**src/rtl/pov_motion_pkg.sv**
```systemverilog
// pov_motion_pkg: fixed-point geometry, FSM encoding and start values shared
// by the player point-of-view block and the tracer / overlay consumers.
`ifndef POV_MOTION_PKG_MACROS
`define POV_MOTION_PKG_MACROS
// Real <-> fixed conversion, for elaboration-time constants and debug only.
`define POV_REALF(r) (int'((r) * real'(1 << pov_motion_pkg::DEF_QN)))
`define POV_FREAL(f) (real'(f) / real'(1 << pov_motion_pkg::DEF_QN))
`endif

package pov_motion_pkg;

    localparam int DEF_QM = 12;
    localparam int DEF_QN = 12;
    localparam int FX_W   = DEF_QM + DEF_QN;

    // Start pose: position (1.5, 13.5), facing -Y, half-length viewplane on +X.
    localparam logic [FX_W-1:0] START_PX = 24'h001800;
    localparam logic [FX_W-1:0] START_PY = 24'h00D800;
    localparam logic [FX_W-1:0] START_FX = 24'h000000;
    localparam logic [FX_W-1:0] START_FY = 24'hFFF000;
    localparam logic [FX_W-1:0] START_VX = 24'h000800;
    localparam logic [FX_W-1:0] START_VY = 24'h000000;

    typedef enum logic [2:0] {
        ST_IDLE,
        ST_ROT_F,
        ST_ROT_V,
        ST_MOVE,
        ST_COMMIT
    } state_t;

    typedef enum logic [1:0] {
        ROT_HOLD  = 2'd0,
        ROT_RIGHT = 2'd1,
        ROT_LEFT  = 2'd2
    } rot_dir_t;

    // Both or neither rotate button held means no rotation this frame.
    function automatic rot_dir_t rot_dir(input logic rot_r, input logic rot_l);
        if (rot_r && !rot_l) return ROT_RIGHT;
        if (rot_l && !rot_r) return ROT_LEFT;
        return ROT_HOLD;
    endfunction

endpackage

```
**src/rtl/pov_motion_shift_rotate.sv**
```systemverilog
// pov_motion_shift_rotate: combinational shift-add rotation of one (x, y)
// vector by roughly 2^-ROT_SHIFT rad. Shared between facing and viewplane.
module pov_motion_shift_rotate
    import pov_motion_pkg::*;
#(
    parameter int W         = FX_W,
    parameter int ROT_SHIFT = 6
) (
    input  logic [W-1:0] x,
    input  logic [W-1:0] y,
    input  logic [1:0]   dir,
    output logic [W-1:0] x_rot,
    output logic [W-1:0] y_rot
);

    logic signed [W-1:0] xs;
    logic signed [W-1:0] ys;
    logic signed [W-1:0] xr;
    logic signed [W-1:0] yr;

    assign xs = x;
    assign ys = y;

    // Two shears: x by old y, then y by the new x, so the step keeps unit determinant.
    always_comb begin
        // NOTE: every output gets a default before the case so no path leaves a latch.
        xr = xs;
        yr = ys;
        case (dir)
            ROT_RIGHT: begin
                xr = xs - (ys >>> ROT_SHIFT);
                yr = ys + (xr >>> ROT_SHIFT);
            end
            ROT_LEFT: begin
                xr = xs + (ys >>> ROT_SHIFT);
                yr = ys - (xr >>> ROT_SHIFT);
            end
            default: ;
        endcase
    end

    assign x_rot = xr;
    assign y_rot = yr;

endmodule

```
**src/rtl/pov_motion.sv**
```systemverilog
// pov_motion: frame-synchronised player position / facing / viewplane state.
// Each accepted tick either applies a host-loaded vector set or runs
// rotate-facing, rotate-viewplane, move, commit over four cycles.
module pov_motion
    import pov_motion_pkg::*;
#(
    parameter int QM         = DEF_QM,
    parameter int QN         = DEF_QN,
    parameter int WALK_SHIFT = 6,
    parameter int RUN_SHIFT  = 5,
    parameter int ROT_SHIFT  = 6,
    parameter logic [QM+QN-1:0] POS_MAX = (QM+QN)'((16 << QN) - 1),
    parameter logic [QM+QN-1:0] PX0 = (QM+QN)'(START_PX),
    parameter logic [QM+QN-1:0] PY0 = (QM+QN)'(START_PY),
    parameter logic [QM+QN-1:0] FX0 = (QM+QN)'(START_FX),
    parameter logic [QM+QN-1:0] FY0 = (QM+QN)'(START_FY),
    parameter logic [QM+QN-1:0] VX0 = (QM+QN)'(START_VX),
    parameter logic [QM+QN-1:0] VY0 = (QM+QN)'(START_VY)
) (
    input  logic             clk,
    input  logic             reset,
    input  logic             tick,
    input  logic             moveL,
    input  logic             moveR,
    input  logic             moveF,
    input  logic             moveB,
    input  logic             run,
    input  logic             rotL,
    input  logic             rotR,
    input  logic             load_valid,
    output logic             load_ready,
    input  logic [QM+QN-1:0] load_px,
    input  logic [QM+QN-1:0] load_py,
    input  logic [QM+QN-1:0] load_fx,
    input  logic [QM+QN-1:0] load_fy,
    input  logic [QM+QN-1:0] load_vx,
    input  logic [QM+QN-1:0] load_vy,
    output logic [QM+QN-1:0] playerX,
    output logic [QM+QN-1:0] playerY,
    output logic [QM+QN-1:0] facingX,
    output logic [QM+QN-1:0] facingY,
    output logic [QM+QN-1:0] vplaneX,
    output logic [QM+QN-1:0] vplaneY,
    output logic             busy,
    output logic             done,
    output logic [7:0]       overruns
);

    localparam int W = QM + QN;

    state_t state;
    state_t next_state;

    // Working copy of the pose while an update is in flight.
    logic signed [W-1:0] wpx, wpy, wfx, wfy, wvx, wvy;
    // Host-loaded set waiting for the next tick.
    logic signed [W-1:0] ppx, ppy, pfx, pfy, pvx, pvy;
    logic                pending;

    // Buttons as sampled at the accepted tick.
    logic     btn_l, btn_r, btn_f, btn_b, btn_run;
    rot_dir_t btn_rot;

    logic [W-1:0]        rot_x_in, rot_y_in, rot_x_out, rot_y_out;
    logic [4:0]          shamt;
    logic signed [W-1:0] f_step_x, f_step_y, s_step_x, s_step_y, dx, dy;
    logic [W:0]          sum_x, sum_y;
    logic [W-1:0]        mv_px, mv_py;

    logic load_fire;
    logic start_load;

    assign load_ready = !pending;
    assign load_fire  = load_valid && !pending;
    assign start_load = (state == ST_IDLE) && tick && pending;
    assign busy       = (state != ST_IDLE);

    // Sign bit of the widened sum catches underflow; otherwise compare to the cap.
    function automatic logic [W-1:0] clamp_pos(input logic [W:0] v);
        if (v[W]) return '0;
        if (v[W-1:0] > POS_MAX) return POS_MAX;
        return v[W-1:0];
    endfunction

    // FSM state register.
    always_ff @(posedge clk or negedge reset) begin
        // NOTE: registers take <= so every flop samples pre-edge values regardless of block order.
        if (!reset) state <= ST_IDLE;
        else        state <= next_state;
    end

    // Next-state: a pending load short-circuits straight to COMMIT.
    always_comb begin
        next_state = state;
        case (state)
            ST_IDLE:   if (tick) next_state = pending ? ST_COMMIT : ST_ROT_F;
            ST_ROT_F:  next_state = ST_ROT_V;
            ST_ROT_V:  next_state = ST_MOVE;
            ST_MOVE:   next_state = ST_COMMIT;
            ST_COMMIT: next_state = ST_IDLE;
            default:   next_state = ST_IDLE;
        endcase
    end

    // Host load buffer: one set deep, freed when a tick consumes it.
    always_ff @(posedge clk or negedge reset) begin
        if (!reset) begin
            pending <= 1'b0;
            ppx <= '0; ppy <= '0; pfx <= '0; pfy <= '0; pvx <= '0; pvy <= '0;
        end else if (load_fire) begin
            pending <= 1'b1;
            ppx <= load_px; ppy <= load_py;
            pfx <= load_fx; pfy <= load_fy;
            pvx <= load_vx; pvy <= load_vy;
        end else if (start_load) begin
            pending <= 1'b0;
        end
    end

    // Rotator input: facing during ROT_F, viewplane during ROT_V.
    always_comb begin
        rot_x_in = wfx;
        rot_y_in = wfy;
        if (state == ST_ROT_V) begin
            rot_x_in = wvx;
            rot_y_in = wvy;
        end
    end

    pov_motion_shift_rotate #(
        .W         (W),
        .ROT_SHIFT (ROT_SHIFT)
    ) u_shift_rotate (
        .x     (rot_x_in),
        .y     (rot_y_in),
        .dir   (btn_rot),
        .x_rot (rot_x_out),
        .y_rot (rot_y_out)
    );

    // Vector-relative move; viewplane is half length so its step uses one shift less.
    always_comb begin
        shamt    = btn_run ? 5'(RUN_SHIFT) : 5'(WALK_SHIFT);
        f_step_x = wfx >>> shamt;
        f_step_y = wfy >>> shamt;
        s_step_x = wvx >>> (shamt - 5'd1);
        s_step_y = wvy >>> (shamt - 5'd1);
        dx = '0;
        dy = '0;
        if (btn_f) begin dx = dx + f_step_x; dy = dy + f_step_y; end
        if (btn_b) begin dx = dx - f_step_x; dy = dy - f_step_y; end
        if (btn_r) begin dx = dx + s_step_x; dy = dy + s_step_y; end
        if (btn_l) begin dx = dx - s_step_x; dy = dy - s_step_y; end
        sum_x = {wpx[W-1], wpx} + {dx[W-1], dx};
        sum_y = {wpy[W-1], wpy} + {dy[W-1], dy};
        mv_px = clamp_pos(sum_x);
        mv_py = clamp_pos(sum_y);
    end

    // Working pose and sampled buttons, advanced one stage per state.
    always_ff @(posedge clk or negedge reset) begin
        if (!reset) begin
            wpx <= '0; wpy <= '0; wfx <= '0; wfy <= '0; wvx <= '0; wvy <= '0;
            btn_l <= 1'b0; btn_r <= 1'b0; btn_f <= 1'b0; btn_b <= 1'b0;
            btn_run <= 1'b0;
            btn_rot <= ROT_HOLD;
        end else begin
            case (state)
                ST_IDLE: if (tick) begin
                    if (pending) begin
                        wpx <= ppx; wpy <= ppy; wfx <= pfx;
                        wfy <= pfy; wvx <= pvx; wvy <= pvy;
                    end else begin
                        wpx <= playerX; wpy <= playerY; wfx <= facingX;
                        wfy <= facingY; wvx <= vplaneX; wvy <= vplaneY;
                        btn_l <= moveL; btn_r <= moveR;
                        btn_f <= moveF; btn_b <= moveB;
                        btn_run <= run;
                        btn_rot <= rot_dir(rotR, rotL);
                    end
                end
                ST_ROT_F: begin wfx <= rot_x_out; wfy <= rot_y_out; end
                ST_ROT_V: begin wvx <= rot_x_out; wvy <= rot_y_out; end
                ST_MOVE:  begin wpx <= mv_px;     wpy <= mv_py;     end
                default: ;
            endcase
        end
    end

    // Committed pose and done pulse: outputs move only when leaving COMMIT.
    always_ff @(posedge clk or negedge reset) begin
        if (!reset) begin
            playerX <= PX0; playerY <= PY0;
            facingX <= FX0; facingY <= FY0;
            vplaneX <= VX0; vplaneY <= VY0;
            done    <= 1'b0;
        end else begin
            done <= (state == ST_COMMIT);
            if (state == ST_COMMIT) begin
                playerX <= wpx; playerY <= wpy;
                facingX <= wfx; facingY <= wfy;
                vplaneX <= wvx; vplaneY <= wvy;
            end
        end
    end

    // Saturating count of ticks dropped because an update was still running.
    always_ff @(posedge clk or negedge reset) begin
        if (!reset)
            overruns <= 8'd0;
        else if (tick && busy && (overruns != 8'hFF))
            overruns <= overruns + 8'd1;
    end

endmodule

```
**config.mk**
```make
export PLATFORM = sky130hd
export DESIGN_NAME = pov_motion
export DESIGN_NICKNAME = d
export VERILOG_FILES = /design/src/rtl/pov_motion_pkg.sv /design/src/rtl/pov_motion_shift_rotate.sv /design/src/rtl/pov_motion.sv
export SDC_FILE = /design/constraint.sdc
export NUM_CORES = 1
export LEC_CHECK = 0
export ABC_AREA = 0
export ABC_CLOCK_PERIOD_IN_PS = 22400
export CAP_MARGIN = 15
export CELL_PAD_IN_SITES_DETAIL_PLACEMENT = 0
export CELL_PAD_IN_SITES_GLOBAL_PLACEMENT = 1
export CORE_MARGIN = 2
export CORE_UTILIZATION = 49
export DETAILED_ROUTE_END_ITERATION = 12
export PLACE_DENSITY = 0.84
export SYNTH_ARGS = -nofsm -noshare
export SYNTH_HDL_FRONTEND = slang
export SYNTH_SLANG_ARGS = --single-unit
export TNS_END_PERCENT = 100
```
**constraint.sdc**
```tcl
create_clock -name clk -period 22.4 [get_ports clk]
set_input_delay 6.72 -clock clk [delete_from_list [all_inputs] [get_ports clk]]
set_output_delay 6.72 -clock clk [all_outputs]
set_load 0.005 [all_outputs]
```
# Word-level counts from Yosys, hierarchy flattened
# Cells that the tools add are included.
# totals
reg_bits	452
in_bits	155
out_inout_bits	155
word_cells	140
# classes
addsub	14
n_lt_le_gt_ge	2
eq_ne	8
shifts	4
n_mux	63
n_bitwise	1
n_reduce_logical	20
# ops
operator	count
two-way mux 24 bit	30
one-hot mux 24 bit (2 select lines)	8
subtractor 24 bit	4
adder 24 x 24 -> 25 bit	2
adder 24 x 18 -> 24 bit	2
adder 24 bit	2
greater-than comparator 24 x 16 -> 1 bit (second input constant)	2
>>> shifter 24 x 3 -> 24 bit	2
>>> shifter 24 x 5 -> 24 bit	2
subtractor 24 x 18 -> 24 bit	2
two-way mux 1 bit	17
one-hot mux 3 bit (4 select lines)	1
two-way mux 2 bit	5
adder 8 x 1 -> 8 bit (second input constant)	1
inequality test 8 bit (second input constant)	1
nonzero test 2 bit	4
logical AND 1 bit	7
equality test 3 x 2 -> 1 bit (second input constant)	2
two-way mux 3 bit	2
AND reduction 2 bit	3
subtractor 3 x 1 -> 4 bit (second input constant)	1
equality test 3 x 1 -> 1 bit (second input constant)	1
equality test 3 bit (second input constant)	1
logical NOT 1 bit	3
other kinds (7)	7

# Depth between registers and ports, before layout
# logic_depth
ltp_word	16
depth_mapped	46
mapped_depth_nobuf	40

# Cells and area by module
# Synthesis repeated with hierarchy kept, for this count alone.
# unflattened
cells_unflattened	3908
area_unflattened_um2	35038.6
# by_module_without_submodules
module	n_inst	cells_per_inst	area_each_um2	seq_area_each_um2
pov_motion	1	3149	30160.2	11334.6
pov_motion_shift_rotate	1	759	4878.4	0.0

# Worst setup path after synthesis
# No wires, ideal clock.
# synth_path
path_kind	register to register
start	register btn_f
end	register wpx[10]
arrival_ps	8361
required_ps	22270
path_slack_ps	13909
stages_incl_launch_ff	41
path_buffers	7
path_cell_list	dfrtp_1 clkbuf_1 buf_1 clkbuf_1 clkbuf_1 clkbuf_1 or2_2 ha_1 o21ai_0 nor3_1 a21oi_1 nor2_1 a21oi_1 o21ai_0 ha_1 nor3_1 nor2_1 o41a_1 [5 not listed] clkbuf_1 nand3_1 a211oi_1 a2111oi_0 or3_1 xnor2_1 mux2_2 ha_1 and3_1 a221oi_1 or2_2 o31a_1 nand2_1 or2_2 a2111o_1 a211oi_2 buf_2 a31oi_1
# synth_via
elab_chain_len	14
word_cells_on_any_way	16
cone_classes	4 x add/sub; 1 x order compare; 11 x mux
# synth_lines
item	line_no	source
start: declaration	pov_motion.sv:61	logic btn_l, btn_r, btn_f, btn_b, btn_run;
start signal: assignment	pov_motion.sv:177	btn_f <= moveF; btn_b <= moveB;
two-way mux 24 bit (*)	pov_motion.sv:150	if (btn_f) begin dx = dx + f_step_x; dy = dy + f_step_y; end
subtractor 24 bit	pov_motion.sv:151	if (btn_b) begin dx = dx - f_step_x; dy = dy - f_step_y; end
two-way mux 24 bit (*)	pov_motion.sv:151	
adder 24 bit	pov_motion.sv:152	if (btn_r) begin dx = dx + s_step_x; dy = dy + s_step_y; end
two-way mux 24 bit (*)	pov_motion.sv:152	
subtractor 24 bit	pov_motion.sv:153	if (btn_l) begin dx = dx - s_step_x; dy = dy - s_step_y; end
two-way mux 24 bit (*)	pov_motion.sv:153	
adder 24 x 24 -> 25 bit (*)	pov_motion.sv:154	sum_x = {wpx[W-1], wpx} + {dx[W-1], dx};
greater-than comparator 24 x 16 -> 1 bit	pov_motion.sv:81	if (v[W-1:0] > POS_MAX) return POS_MAX;
two-way mux 1 bit (2 in a row)	pov_motion.sv:81	
two-way mux 24 bit	pov_motion.sv:82	return v[W-1:0];
two-way mux 24 bit (*)	pov_motion.sv:81	
one-hot mux 24 bit (2 select lines) (*)	pov_motion.sv:168	case (state)
end signal: assignment	pov_motion.sv:171	wpx <= ppx; wpy <= ppy; wfx <= pfx;
end signal: assignment	pov_motion.sv:174	wpx <= playerX; wpy <= playerY; wfx <= facingX;
end signal: assignment	pov_motion.sv:184	ST_MOVE: begin wpx <= mv_px; wpy <= mv_py; end
end: declaration	pov_motion.sv:55	logic signed [W-1:0] wpx, wpy, wfx, wfy, wvx, wvy;
# Every way passes the cells marked *; elsewhere a longest branch is shown, timed or not. The select of a mux whose other input is x is not followed.
# A chain may end at the register's enable or synchronous reset.

# Final worst setup path
# layout_path
start	register btn_run
end	register wpx[2]
# layout_via
elab_chain_len	16
word_cells_on_any_way	20
cone_classes	5 x add/sub; 1 x order compare; 2 x shift; 12 x mux
# layout_lines
item	line_no	source
start: declaration	pov_motion.sv:61	
start signal: assignment	pov_motion.sv:178	btn_run <= run;
two-way mux 2 bit (*)	pov_motion.sv:143	shamt = btn_run ? 5'(RUN_SHIFT) : 5'(WALK_SHIFT);
>>> shifter 24 x 3 -> 24 bit	pov_motion.sv:144	f_step_x = wfx >>> shamt;
two-way mux 24 bit	pov_motion.sv:150	
subtractor 24 bit	pov_motion.sv:151	
two-way mux 24 bit	pov_motion.sv:151	
adder 24 bit	pov_motion.sv:152	
two-way mux 24 bit	pov_motion.sv:152	
subtractor 24 bit	pov_motion.sv:153	
two-way mux 24 bit (*)	pov_motion.sv:153	
adder 24 x 24 -> 25 bit (*)	pov_motion.sv:154	
greater-than comparator 24 x 16 -> 1 bit	pov_motion.sv:81	
two-way mux 1 bit (2 in a row)	pov_motion.sv:81	
two-way mux 24 bit	pov_motion.sv:82	
two-way mux 24 bit (*)	pov_motion.sv:81	
one-hot mux 24 bit (2 select lines) (*)	pov_motion.sv:168	
# Marks and branches as above.

==> impl_metrics.yaml <==
sta:
  tightest_slew_ps: 1190
  fmax_mhz: 104
  fin_tns_setup_ps: 0
  hold_viol_final: 0
  skew_ps: 23.8
  timing.final.crit_share_pct: 42.8
  finalCriticalPeriod_ps: 9590
  setup_viol: 0
  layout_setup_ws_ps: 12810
  rsz0062_at_grt: "false"
  maxSlewHeadroom_pct: 20.7
  slew_violations: 0
grt:
  antenna_found_initial: 0
  gr-usage-all-layers_pct: 28.8
  grt_pass1_wl_um: 168000
  grt_max_degree: 114
  grt_overflow: 0
  grt_pass1_vias: 28657
layout:
  most-common-layout-cells: "dfrtp_1, mux2_2, nand2_1, clkdlybuf4s50_1, nor2_1"
  drive_gt1_share_pct: 14.9
  antenna_cells: 0
  fin_area_um2: 40300
  layout_commonest_cell: "dfrtp_1"
  area_delta_synth_final_pct: 16.4
  final_nets: 4411
floorplan:
  dieWidth_um: 270
  core_um2: 70000
  die-area_um2: 72900
  start_util_pct: 49.5
  die_y_um: 270
  pin_count: 310
  num_rows: 97
clocking:
  numCtsBuffers: 52
  cts_resized: 0
  ctsRootBufferMaster: "clkbuf_16"
  clk_pin_slew_worst_paths_ps: 60
  worstSkewPairLatency_ps: 630
  cts_tree: "done"
  ctsHoldBuffers: 0
  post_cts.repair.setup_buffers: 0
  cts_buffer_depth: 3
  cts.sinks: 452
  htree_levels: 2
place:
  pre_cts_ws_ps: 12700
  hpwl_um: 80800
  gp_routability_congestion: 0.953
  placed_area_um2: 38500
  port_buffers: 309
worst_setup_path:
  r2r_end: "wpx[2]"
  path_class: "reg2reg"
  crit_top_cell: "o21ai_0"
  endpoint: "wpx[2]"
  timing.critical_path.to_type: "flop"
  r2r_setup_slack_ps: 12810
  ff2ff_path_depth: 38
  cp-startpoint: "btn_run"
  critPathMaxStageDelay_ps: 930
  cp_slowest_cell: "a211oi_2"
  timing.rr.start: "btn_run"
  crit_fanout: 58
  start_kind: "flop"
  critPathRequiredTime_ps: 22840
  worstPathArrival_ps: 10020
synthesis:
  syn_area_per_cell_um2: 9.06
  synth_edf_count: 0
  synth_area_um2: 34700
  async_reset_ff_share_pct: 100
  synth_nets: 4207
  ys_warn_count: 0
  syn_inst: 3826
  synthFlopType: "dfrtp_1"
  seq_area_frac_synth_pct: 32.7
  ys_seq_elements: 452
  synth_cell_types: 99
outcome:
  status: "complete, no violations"
drt:
  drt_first_pass_iters: 6
  drt-initial-drc-count: 2329
  route.detailed.drc: 0
  drtAntennaViolNets: 0
  wl_per_cell_um: 21.4
  drt-total-wl_um: 107000
  routed_via_density: 5.99
  vias: 30018
run:
  cap_violations: 0
hold_path:
  min_path_type: "reg2reg"
==> worst max-delay path, delay by kind of cell, from the launching register on <==
family	cells	cell delay [ps]
DFF	1	860
and+or+nand+nor	10	1360
buffers and inverters	1	130
AOI/OAI and AO/OA	18	4500
xor gates and xnor gates	2	300
adders and majority gates	4	1290
muxes	3	920
==> synth_stat cells, drive strengths merged (26+ instances only) <==
library cell / number / area (um^2)
dfrtp: 433 / 10800
o22ai: 52 / 325
a21oi: 298 / 1510
o21bai: 26 / 195
o21ai: 217 / 1090
nor3: 67 / 340
nor2: 306 / 1150
mux2i: 188 / 1890
a211oi: 54 / 430
a21o: 64 / 488
inv: 145 / 544
mux2: 378 / 4260
o211ai: 45 / 343
nand2b: 43 / 269
nand3: 65 / 325
nand2: 360 / 1350
clkbuf: 159 / 597
ha: 217 / 2720
xor2: 63 / 552
xnor2: 116 / 1020
a31oi: 35 / 219
o21a: 51 / 383
buf: 40 / 161
==> through the flow <==
step	std cells	hold WS, ps	utilization (%)
6_report	5013	505	57.6
5_1_grt	5013	517	57.6
4_1_cts	5012	509	57.6
3_5_place_dp	4915	495	55.0
3_3_place_gp	4915	488	55.0
2_1_floorplan	3826	472	-
==> state kept, by name (all words and copies together), names as in the netlist, 2 cells and up <==
name / cells
playerX: 24
facingX: 24
state: 3
wpx: 24
vplaneY: 24
overruns: 8
ppy: 24
pvy: 24
ppx: 24
wpy: 24
facingY: 24
wvx: 24
wfy: 24
wfx: 24
pvx: 24
vplaneX: 24
pfy: 24
btn_rot: 2
pfx: 24
wvy: 24
playerY: 24
==> cell families after synthesis <==
| group | count (synthesis) | share of synthesized area [%] |
|---|---|---|
| buffers and inverters | 345 | 3.77 |
| AO/OA/AOI/OAI | 1039 | 19.5 |
| multiplexers | 566 | 17.7 |
| flip-flops | 452 | 32.7 |
| XOR/XNOR | 179 | 4.52 |
| AND/OR/NAND/NOR | 1019 | 13.4 |
| adder cells (fa/ha/maj) | 226 | 8.35 |
==> routing by layer <==
layer | track usage, % | vias up | routed length (um)
met4 | 8.54 | 0 | 3250
met3 | 4.26 | 169 | 6570
met5 | 0 | - | 0
li1 | - | 14326 | -
met2 | 45.5 | 929 | 48000
met1 | 40.8 | 14594 | 49600
==> layout make-up <==
class                           instances  area (um^2)
Timing Repair Buffer                  349         3400
Clock inverter                         26          364
Sequential cell                       452        11300
Multi-Input combinational cell       3029        22100
Clock buffer                           71         1440
Tap cell                              940         1180
Fill cell                            6355        29700
Inverter                              146          548
==> how the worst min path moves through the flow <==
stage / slack, ps / cells past startpoint / startpoint / end
after detailed placement: 500 / 1 / ppx[12] / ppx[12]
final: 500 / 1 / pfx[10] / pfx[10]
after global routing: 520 / 1 / pvy[0] / pvy[0]
after floorplan: 470 / 2 / wfx[4] / wfx[4]
after CTS: 510 / 1 / pvx[18] / pvx[18]
after global placement: 490 / 1 / ppx[3] / ppx[3]
Power is not shown: default switching activity piles up to over one toggle a cycle in this logic, so the estimate is an artifact.
